===== src/rtl/microwave_panel_fsm.sv =====
// microwave_panel_fsm: keypad front panel that sets a cook time, requests the range, and beeps on completion
// Ports:
//   clk        rising-edge clock
//   rst        asynchronous active-low reset
//   key_valid  one-cycle key strobe
//   key_code   0-9 digit, 10 START, 11 STOP/CLEAR, 12 ADD, 13-15 ignored
//   p          running status fed back from the range
//   tin        cook time to the range, held while r=1
//   r          run request
//   beep       completion tone, BEEP_CYCLES cycles
//   err        latched no-acknowledge fault
//   busy       high while arming or cooking
// Optional feature: define PANEL_ADD_KEY_EN to accept key 12 (ADD, +1 saturating) in IDLE and ENTRY.
module microwave_panel_fsm #(
    parameter int BEEP_CYCLES = 8,
    parameter int ACK_TIMEOUT = 4
) (
    input  logic       clk,
    input  logic       rst,
    input  logic       key_valid,
    input  logic [3:0] key_code,
    input  logic       p,
    output logic [3:0] tin,
    output logic       r,
    output logic       beep,
    output logic       err,
    output logic       busy
);
    typedef enum logic [2:0] {IDLE, ENTRY, ARM, COOK, DONE, FAULT} state_t;
    state_t state, state_n;
    logic [3:0] tin_n, ack_cnt, ack_cnt_n;
    logic [7:0] beep_cnt, beep_cnt_n, mul;
    logic p_q, digit, start, stop;
    assign digit = key_valid && key_code <= 4'd9;
    assign start = key_valid && key_code == 4'd10;
    assign stop  = key_valid && key_code == 4'd11;
    // Worst case 15*10+9 = 159 still fits in 8 bits before saturating
    assign mul = {4'd0, tin} * 8'd10 + {4'd0, key_code};
`ifdef PANEL_ADD_KEY_EN
    logic add;
    logic [3:0] tin_inc;
    assign add = key_valid && key_code == 4'd12;
    assign tin_inc = (tin == 4'd15) ? 4'd15 : tin + 4'd1;
`endif
    always_comb begin
        state_n    = state;
        tin_n      = tin;
        ack_cnt_n  = ack_cnt;
        beep_cnt_n = beep_cnt;
        case (state)
            IDLE: begin
                tin_n = 4'd0;
                if (digit) begin
                    state_n = ENTRY;
                    tin_n   = key_code;
                end
`ifdef PANEL_ADD_KEY_EN
                else if (add) begin
                    state_n = ENTRY;
                    tin_n   = tin_inc;
                end
`endif
            end
            ENTRY: begin
                if (stop) begin
                    state_n = IDLE;
                    tin_n   = 4'd0;
                end else if (digit)
                    tin_n = (mul > 8'd15) ? 4'd15 : mul[3:0];
                else if (start && tin != 4'd0) begin
                    state_n   = ARM;
                    ack_cnt_n = 4'd0;
                end
`ifdef PANEL_ADD_KEY_EN
                else if (add)
                    tin_n = tin_inc;
`endif
            end
            ARM: begin
                // STOP beats acknowledge, acknowledge beats timeout
                if (stop) begin
                    state_n = IDLE;
                    tin_n   = 4'd0;
                end else if (p)
                    state_n = COOK;
                else if (ack_cnt == 4'(ACK_TIMEOUT - 1))
                    state_n = FAULT;
                else
                    ack_cnt_n = ack_cnt + 4'd1;
            end
            COOK: begin
                if (stop) begin
                    state_n = IDLE;
                    tin_n   = 4'd0;
                end else if (p_q && !p) begin
                    state_n    = DONE;
                    beep_cnt_n = 8'd0;
                end
            end
            DONE: begin
                if (stop || beep_cnt == 8'(BEEP_CYCLES - 1)) begin
                    state_n = IDLE;
                    tin_n   = 4'd0;
                end else
                    beep_cnt_n = beep_cnt + 8'd1;
            end
            FAULT: begin
                if (stop) begin
                    state_n = IDLE;
                    tin_n   = 4'd0;
                end
            end
            default: begin
                state_n = IDLE;
                tin_n   = 4'd0;
            end
        endcase
    end
    // Outputs are decoded from the next state so they are true flops aligned with the state
    always_ff @(posedge clk or negedge rst) begin
        if (!rst) begin
            state    <= IDLE;
            tin      <= 4'd0;
            ack_cnt  <= 4'd0;
            beep_cnt <= 8'd0;
            p_q      <= 1'b0;
            r        <= 1'b0;
            beep     <= 1'b0;
            err      <= 1'b0;
            busy     <= 1'b0;
        end else begin
            state    <= state_n;
            tin      <= tin_n;
            ack_cnt  <= ack_cnt_n;
            beep_cnt <= beep_cnt_n;
            p_q      <= p;
            r        <= state_n == ARM || state_n == COOK;
            beep     <= state_n == DONE;
            err      <= state_n == FAULT;
            busy     <= state_n == ARM || state_n == COOK;
        end
    end
endmodule


===== config.mk =====
export PLATFORM = sky130hd
export DESIGN_NAME = microwave_panel_fsm
export DESIGN_NICKNAME = d
export VERILOG_FILES = /design/src/rtl/microwave_panel_fsm.sv
export SDC_FILE = /design/constraint.sdc
export NUM_CORES = 1
export LEC_CHECK = 0
export ABC_AREA = 1
export CORE_UTILIZATION = 35
export CTS_BUF_LIST = sky130_fd_sc_hd__clkbuf_4
export DETAILED_ROUTE_END_ITERATION = 8
export PLACE_DENSITY = 0.6
export REMOVE_ABC_BUFFERS = 1
export SETUP_SLACK_MARGIN = 0.05
export SYNTH_ARGS = -nofsm -noshare
export SYNTH_HDL_FRONTEND = slang
export SYNTH_SLANG_ARGS = --single-unit

===== constraint.sdc =====
create_clock -name clk -period 4.5 [get_ports clk]
set_input_delay 0.675 -clock clk [delete_from_list [all_inputs] [get_ports clk]]
set_output_delay 0.675 -clock clk [all_outputs]
set_load 0.005 [all_outputs]

==> results of run 1 <==
cell families after synthesis:
kind of cell             Yosys count
adder cells (fa/ha/maj)           12
flip-flops                        23
XOR/XNOR                           8
buffers and inverters             34
multiplexers                       1
AO/OA/AOI/OAI                     20
AND/OR/NAND/NOR                  134
per-stage QoR:
stage / hold slack (ns) / total power, W / cells
2_1_floorplan: 0.3794 / 0.0006791 / 230
3_3_place_gp: 0.5061 / 0.0008229 / 297
3_5_place_dp: 0.5139 / 0.0008216 / 297
4_1_cts: 0.5457 / 0.0009215 / 301
5_1_grt: 0.5813 / 0.001008 / 301
6_report: 0.5372 / 0.0009048 / 301
Yosys cell counts, drive strengths merged:
cell type  number
ha             10
o31a            2
buf             2
a21oi           4
inv            32
fa              2
xor2            6
xnor2           2
o31ai           3
nand3          17
mux2i           1
nor2           21
nand2          82
o21ai          11
or2             2
nand4           4
dfrtp          23
and2            1
nor3            7
worst max-delay path: cells and delay by family:
kind	cells	cell delay, ns
simple gates	8	0.78
fa+ha+maj	2	0.62
buf+inv	2	0.59
power by group:
part | switching, W | total [W] | internal, W | leakage [nW]
clock | 0.0000600 | 0.0000932 | 0.0000332 | 0.0177
sequential | 0.0000590 | 0.000311 | 0.000252 | 0.310
combinational | 0.000300 | 0.000500 | 0.000200 | 0.640
total | 0.000419 | 0.000905 | 0.000485 | 0.968
path summary, 6_finish.rpt:
path	start	to	slack (ns)
worst max-delay path	key_code[1]	tin[1]	2.10
worst max register to register	tin[3]	tin[1]	2.15
min in group asynchronous	rst	tin[3]	0.93
max in group asynchronous	rst	ack_cnt[2]	2.93
worst min-delay path	ack_cnt[1]	ack_cnt[1]	0.54
worst min register to register	ack_cnt[1]	ack_cnt[1]	0.54
state kept, by name, summed over array words and instances, names as in the netlist:
register / count
tin: 4
err: 1
ack_cnt: 4
state: 3
beep: 1
beep_cnt: 8
busy: 1
p_q: 1
layer usage:
metal,GRT usage,routed length (um)
met1,0.1957,1698
met5,0,0
met3,0.03376,108
met2,0.2233,1389
met4,0.02614,20
final cells by class:
| cell class | count | area (um^2) |
|---|---|---|
| tap | 52 | 65.06 |
| clock buffer | 3 | 22.52 |
| inverter | 32 | 120.1 |
| sequential | 23 | 575.6 |
| multi-input combinational | 175 | 984.7 |
| clock inverter | 1 | 5.005 |
| timing repair buffer | 15 | 150.1 |
| fill | 484 | 2581 |
cells in the final DEF (no fill, tap or decap), types with 3 or more instances in the layout:
| master | instances |
|---|---|
| o31ai_1 | 3 |
| nor3_1 | 4 |
| a21oi_1 | 4 |
| o21ai_1 | 5 |
| clkbuf_4 | 3 |
| nand3_1 | 14 |
| ha_1 | 10 |
| dfrtp_1 | 23 |
| inv_1 | 27 |
| inv_2 | 5 |
| clkdlybuf4s50_1 | 15 |
| xor2_1 | 6 |
| nand2_1 | 81 |
| o21ai_0 | 5 |
| nor2_1 | 18 |
| nand4_1 | 4 |
==> run summary, run 1 <==
Crit-path most repeated cell - nand2_1
Placement Cell Area - 1896 um^2
Post-route setup slack - 2.103 ns
Compound-cell area share of the yosys netlist - 0.06996
Final Cycle Share - 0.5326
Largest net degree at the start of global routing - 24
Via count - 1,423
Drt pass-1 iters - 4
CP startpoint kind - primary input
Core Util, Final - 0.4269
Antenna violations before repair - 0
Setup skew after layout - 0.003775 ns
Root Buffer - clkbuf_4
RSZ-0062 raised after global routing - no
Adder and majority cell fraction of the synthesized area - 0.09720
Post-synthesis simple-gate area fraction - 0.3652
Max_slew headroom - 0.2889
WL/cell - 10.69 um
Synthesis warning total - 0
Cell depth of the worst min-delay path - 2
Worst-Skew Late Latency - 0.31 ns
Chip width - 71.68 um
First-pass GRT wire length - 5.844 mm
Pins Over Slew Limit - 0
Worst-margin pin slew - 1.063 ns
Yosys top cell area share - 0.3387
Crit path cell chain - clkdlybuf4s50_1 -> ha_1 -> inv_1 -> fa_1 -> or2_2 -> nand2_1 -> nand2_1 -> nand4_1 -> nand2_1 -> nand2_1 -> nand2_1 -> nand2_1
Routed WL - 3.217 mm
Setup violations, final - 0
Mean Syn Cell Area - 7.324 um^2
Critical Path RT - 4.76 ns
Worst vdd rail ir drop - 330.9 uV
Grt ovf - 0
# DRC - 0
All-Layer GR Usage - 0.1402
Row count - 24
Drt via density - 4.728
I/O pin count - 16
Routability-driven placement congestion ratio - 0.8134
Die Area - 5137 um^2
Final instance area - 1923 um^2
Tmin final - 2.397 ns
Clock tree buffer depth - 2
# resized after CTS - 0
CP max-delay cell - clkdlybuf4s50_1
Final hold viol count - 0
Leak - 0.9680 nW
Fmax achieved - 0.4172 GHz
Synth area leaders - dfrtp_1, nand2_1, ha_1, inv_1, nand3_1
Synth Cell Area - 1699 um^2
Largest family of logic cells by synthesized area - simple AND/OR/NAND/NOR gates
Pre-CTS WS - 1.804 ns
Clock sinks - 23
Worst hold path class - flip-flop to flip-flop
Post-synthesis cell count - 232
Post-synthesis sequential area ratio - 0.3387
DR iter-0 viols - 56
Cell variety after synth - 30
Power Dens Cells - 470.5 nW/um^2
Antenna-violating nets left - 0
Worst-case reg-to-reg path depth - 11
Max-cap viol count - 0
Port Buffers - 15
Crit-path max cell delay - 0.53 ns
CTS Hold Bufs - 0
DP Wirelength - 2.517 mm
Core area - 4504 um^2
TritonCTS Buffers - 3
N_diodes - 0
Yosys reg bits - 23
Share of layout cells above drive strength 1 - 0.08835
Worst-path clk slew - 0.12 ns
Post-CTS setup buffer count - 0
Total negative slack - 0 ns
CTS tree - yes
Post-Synth XOR/XNOR Area - 0.04124
Number of global-route vias before repair - 1,339
H-tree levels - 1
Dominant cell type by area after synthesis - dfrtp_1
Layout area overhead - 13.18%
Crit path DAT - 2.65 ns
Initial core utilization - 0.3772
CP Max Fanout - 4
Post-synthesis mux area share - 0.005891
Status - finished clean
CP Class - primary input to flip-flop
CP endpoint kind - flip-flop
NumNets Final - 270
Die height - 71.68 um
Note: power is estimated with default switching activity, not from simulation.
==> run 2, diff against run 1 <==
PLACE_DENSITY = 0.62   (was 0.6)
clock period = 2.1 ns   (was 4.5 ns; I/O delays follow)
==> run 2 against run 1 <==
  * Routed wire length grew 2.9%
  * Critical path type is now flip-flop to flip-flop
  * Largest cell class unchanged
  * The run now ends with negative setup slack left
  * Total power grew 130%
  * Cell count grew 4.0%
  * Critical endpoint unchanged
  * First-iteration DRC count shrank 18%
  * Combinational power grew 140%
==> run summary, run 2 (synthesized netlist as in run 1, its figures left out) <==
Status - complete, but fails checks
Failing checks - negative setup slack
Total negative slack - -0.1495 ns
Area occupied by multi-input gates - 1017 um^2
Number of global-route vias before repair - 1,367
Via count - 1,483
Final cell count without fillers - 313
Drt pass-1 iters - 4
Antenna-violating nets left - 0
Antenna violations before repair - 0
Final Cycle Share - 1.021
RR Endpoint - tin[1]
CTS tree - yes
Die height - 71.68 um
Core area - 4504 um^2
CP bufs+invs - 0
Routed WL - 3.311 mm
Crit path DAT - 2.38 ns
Post-route setup slack - -0.04440 ns
Top cell family by delay on the critical path - adder cells
TritonCTS Buffers - 3
Leak - 1.028 nW
Clock sinks - 23
Reg2reg setup slack - -0.04 ns
Power Dens Cells - 999.4 nW/um^2
Max_slew headroom - 0.7677
FF/Latch Area - 575.6 um^2
Row count - 24
Root Buffer - clkbuf_4
Total stage count of the critical path - 11
Layout area overhead - 20.54%
Clock tree buffer depth - 2
N_diodes - 0
Largest register FFs - 8
Worst-Skew Late Latency - 0.32 ns
Crit path cell chain - ha_4 -> ha_4 -> fa_1 -> or2_4 -> nand2_2 -> nand2_1 -> nand4_1 -> nand2_2 -> nand2_1 -> nand2_1 -> nand2_1
Most common cell after layout, fill and taps aside - nand2_1
Crit-path most repeated cell - nand2_1
Biggest regs - beep_cnt (8), ack_cnt (4), tin (4)
Inst Count DP - 307
Worst vdd rail ir drop - 633.8 uV
Setup violations, final - 4
DP Wirelength - 2.578 mm
Worst-margin pin slew - 0.3484 ns
Worst-case reg-to-reg path depth - 11
CP endpoint - tin[1]
NumNets Final - 282
Drt via density - 4.738
Chip width - 71.68 um
CP endpoint kind - flip-flop
Max-cap viol count - 0
Port Buffers - 15
Reg2reg start - tin[3]
Most frequent cells in the layout - nand2_1, inv_1, dfrtp_1
RSZ-0062 raised after global routing - yes
Fmax achieved - 0.4663 GHz
I/O pin count - 16
Final hold viol count - 0
Tmin final - 2.144 ns
Die Area - 5137 um^2
CP Class - flip-flop to flip-flop
CP startpoint - tin[3]
CP startpoint kind - flip-flop
Worst hold path class - primary input to asynchronous set/reset pin
Routability-driven placement congestion ratio - 0.8389
WL/cell - 10.58 um
# DRC - 0
Initial core utilization - 0.3772
Largest net degree at the start of global routing - 24
Worst-path clk slew - 0.13 ns
Critical Path RT - 2.33 ns
CP Max Fanout - 4
First-pass GRT wire length - 5.885 mm
H-tree levels - 1
Pins Over Slew Limit - 0
DR iter-0 viols - 46
CP max-delay cell - fa_1
Setup skew after layout - 0.01260 ns
Crit-path max cell delay - 0.59 ns
All-Layer GR Usage - 0.1407
Fill cells - 469
Reg with most FFs - beep_cnt
Grt ovf - 0
Share of layout cells above drive strength 1 - 0.1494
Core Util, Final - 0.4547
run 2: cell types whose count changed in the layout (fill, tap and decap cells not counted), sizes merged:
cell,before,now
clkinv,1,0
clkbuf,3,4
buf,0,12
run 2: metrics by stage:
step	setup slack (ns)	total power (W)	hold slack, ns	area (um^2)
final	-0.04440	0.002047	0.3358	2048
after global routing	-0.1650	0.002257	0.3586	2048
after CTS	-0.02669	0.002038	0.3475	2016
after detailed placement	-0.1416	0.001796	0.5179	1971
after global placement	-0.1060	0.001797	0.5039	1971
after floorplan	-0.02345	0.001455	0.01941	1680
run 2: layout make-up:
cell class	instances	share of cell area
multi-input combinational	175	0.4966
sequential	23	0.2810
timing repair buffer	27	0.1173
inverter	32	0.05864
tap	52	0.03177
clock buffer	4	0.01466
run 2: how the worst min path moves through the flow:
| stage | from | endpoint | slack [ns] | cells after the start |
|---|---|---|---|---|
| floorplan | rst | ack_cnt[0] | 0.02 | 0 |
| global placement | ack_cnt[1] | ack_cnt[1] | 0.50 | 2 |
| detailed placement | ack_cnt[1] | ack_cnt[1] | 0.52 | 2 |
| CTS | rst | tin[1] | 0.35 | 2 |
| global route | rst | tin[1] | 0.36 | 2 |
| finish | rst | tin[1] | 0.34 | 2 |
run 2: worst reg2reg max path: stages (launching register included):
cell     delay, ns
dfrtp_1       0.44
ha_4          0.27
ha_4          0.15
fa_1          0.59
or2_4         0.13
nand2_2       0.03
nand2_1       0.05
nand4_1       0.12
nand2_2       0.12
nand2_1       0.06
nand2_1       0.05
nand2_1       0.04
run 2: per-layer routing:
layer | up-vias | wire length, um | GRT usage
li1 | 799 | - | -
met1 | 668 | 1745 | 0.1973
met2 | 13 | 1476 | 0.2296
met3 | 3 | 75 | 0.02954
met4 | 0 | 13 | 0.01961
met5 | - | 0 | 0
run 2: timing repair:
action | 4_1_cts | 5_1_grt
setup endpoints to repair | 4 | 4
pin swaps | 0 | 11
setup buffers | 1 | 1
hold buffers | 0 | 0
resized for setup | 3 | 4
run 2: report_power, final:
group          internal, W  total, W  leakage (nW)  switching, W
clock            0.0000874  0.000221        0.0184      0.000133
sequential        0.000541  0.000648         0.310      0.000106
combinational     0.000490   0.00118         0.700      0.000689
==> run 3, diff against run 2 <==
CORE_MARGIN = 8   (was not set)
HOLD_SLACK_MARGIN = 0.05   (was not set)
==> run 3 against run 2 <==
  * The run still ends with negative setup slack left
  * Worst setup slack worse by 0.022 ns
  * Combinational power is essentially flat
  * Clock-buffer cell count fell by 1
  * Sequential power about the same
  * Final area grew 0.73%
  * Hold slack worse by 0.00090 ns
  * Cell count increased by 1.3%
  * Clock skew rose by 0.0067 ns
  * Via count is the same
  * Fmax fell by 1.0%
  * First-iteration DRC count grew 50%
  * Register-to-register slack got worse by 0.02 ns
  * Critical path type unchanged
==> run summary, run 3 (synthesized netlist as in run 1, its figures left out) <==
Failing checks - negative setup slack
Final cell count without fillers - 317
Fmax achieved - 0.4615 GHz
Final Cycle Share - 1.032
Max_slew headroom - 0.7770
CTS tree - yes
Setup violations, final - 4
CP startpoint kind - flip-flop
TritonCTS Buffers - 3
Largest net degree at the start of global routing - 24
Worst hold path class - primary input to asynchronous set/reset pin
Post-route setup slack - -0.06670 ns
Chip width - 85.68 um
Antenna violations before repair - 0
CP Max Fanout - 4
Leak - 1.056 nW
Crit-path most repeated cell - nand2_1
Max-cap viol count - 0
CP endpoint kind - flip-flop
Most common cell after layout, fill and taps aside - nand2_1
Crit path DAT - 2.44 ns
Total negative slack - -0.2370 ns
Grt ovf - 0
H-tree levels - 1
Hold slack - 0.3349 ns
Port Buffers - 15
Drt pass-1 iters - 4
Die height - 85.68 um
Final hold viol count - 0
RR Endpoint - tin[1]
Clock sinks - 23
All-Layer GR Usage - 0.09681
WL/cell - 11.15 um
Reg2reg setup slack - -0.07 ns
Biggest regs - beep_cnt (8), ack_cnt (4), tin (4)
Pre-CTS WS - -0.1355 ns
DR iter-0 viols - 69
NumNets Final - 284
Worst-path clk slew - 0.14 ns
Worst-margin pin slew - 0.3346 ns
Die Area - 7340 um^2
Worst vdd rail ir drop - 808.0 uV
Reg with most FFs - beep_cnt
Core area - 4692 um^2
Power Dens Cells - 996.8 nW/um^2
Reg2reg start - tin[1]
Most frequent cells in the layout - nand2_1, inv_1, dfrtp_1
Worst-case reg-to-reg path depth - 11
Drt via density - 4.678
Fill cells - 480
Routed WL - 3.534 mm
Worst-Skew Late Latency - 0.32 ns
# DRC - 0
Crit path cell chain - ha_4 -> ha_4 -> fa_1 -> or2_4 -> nand2_1 -> nand2_1 -> nand4_1 -> nand2_2 -> nand2_1 -> nand2_1 -> nand2_1
Routability-driven placement congestion ratio - 0.8462
Final Power - 0.002057 W
Setup skew after layout - 0.01927 ns
N_diodes - 0
Critical Path RT - 2.37 ns
Antenna-violating nets left - 0
CP Class - flip-flop to flip-flop
Share of layout cells above drive strength 1 - 0.1521
Row count - 25
First-pass GRT wire length - 6.058 mm
I/O pin count - 16
Tmin final - 2.167 ns
Pins Over Slew Limit - 0
Largest register FFs - 8
Inst Count DP - 309
Crit-path max cell delay - 0.52 ns
Status - complete, but fails checks
Layout area overhead - 21.43%
Initial core utilization - 0.3621
Root Buffer - clkbuf_4
DP Wirelength - 2.675 mm
Via count - 1,483
RSZ-0062 raised after global routing - yes
CP max-delay cell - fa_1
Clock tree buffer depth - 2
Top cell family by delay on the critical path - adder cells
CP bufs+invs - 0
Number of global-route vias before repair - 1,387
[run 3: area by class of cell]
type | count | area (um^2) | area share
inverters | 32 | 120.1 | 0.05822
repair buffers | 29 | 257.7 | 0.1249
well taps | 54 | 67.56 | 0.03275
multi-input cells | 175 | 1015 | 0.4918
flip-flops and latches | 23 | 575.6 | 0.2790
clock inverters | 1 | 5.005 | 0.002426
clock buffers | 3 | 22.52 | 0.01092
[run 3: what timing repair did]
action / CTS / global route
endpoints found under the setup margin: 4 / 4
pin swaps: 0 / 4
hold buffers: 0 / 0
resized for setup: 3 / 4
setup buffers: 1 / 3
[run 3: worst max path at each step]
| stage | endpoint | slack [ns] | depth (start not counted) | from |
|---|---|---|---|---|
| 6_report | tin[1] | -0.07 | 11 | tin[1] |
| 5_1_grt | tin[2] | -0.18 | 11 | tin[1] |
| 4_1_cts | tin[1] | -0.03 | 11 | tin[1] |
| 3_5_place_dp | tin[1] | -0.14 | 12 | key_code[1] |
| 3_3_place_gp | tin[1] | -0.11 | 12 | key_code[1] |
| 2_1_floorplan | tin[0] | -0.02 | 11 | tin[1] |
[run 3: routing by layer]
layer	track usage	share of wire
met1	0.1299	0.49
met2	0.1587	0.47
met3	0.02197	0.031
met4	0.009554	0.0034
met5	0	0
[run 3: per-stage QoR]
stage	cell area, um^2	util
detailed placement	1973	0.4205
finish	2063	0.4397
CTS	2016	0.4296
global placement	1973	0.4205
global route	2063	0.4397
floorplan	1680	-
[run 3: power breakdown]
| group | internal, W | leakage, nW | switching (W) |
|---|---|---|---|
| clock | 0.0000711 | 0.0177 | 0.000136 |
| combinational | 0.000500 | 0.728 | 0.000704 |
| sequential | 0.000541 | 0.310 | 0.000104 |
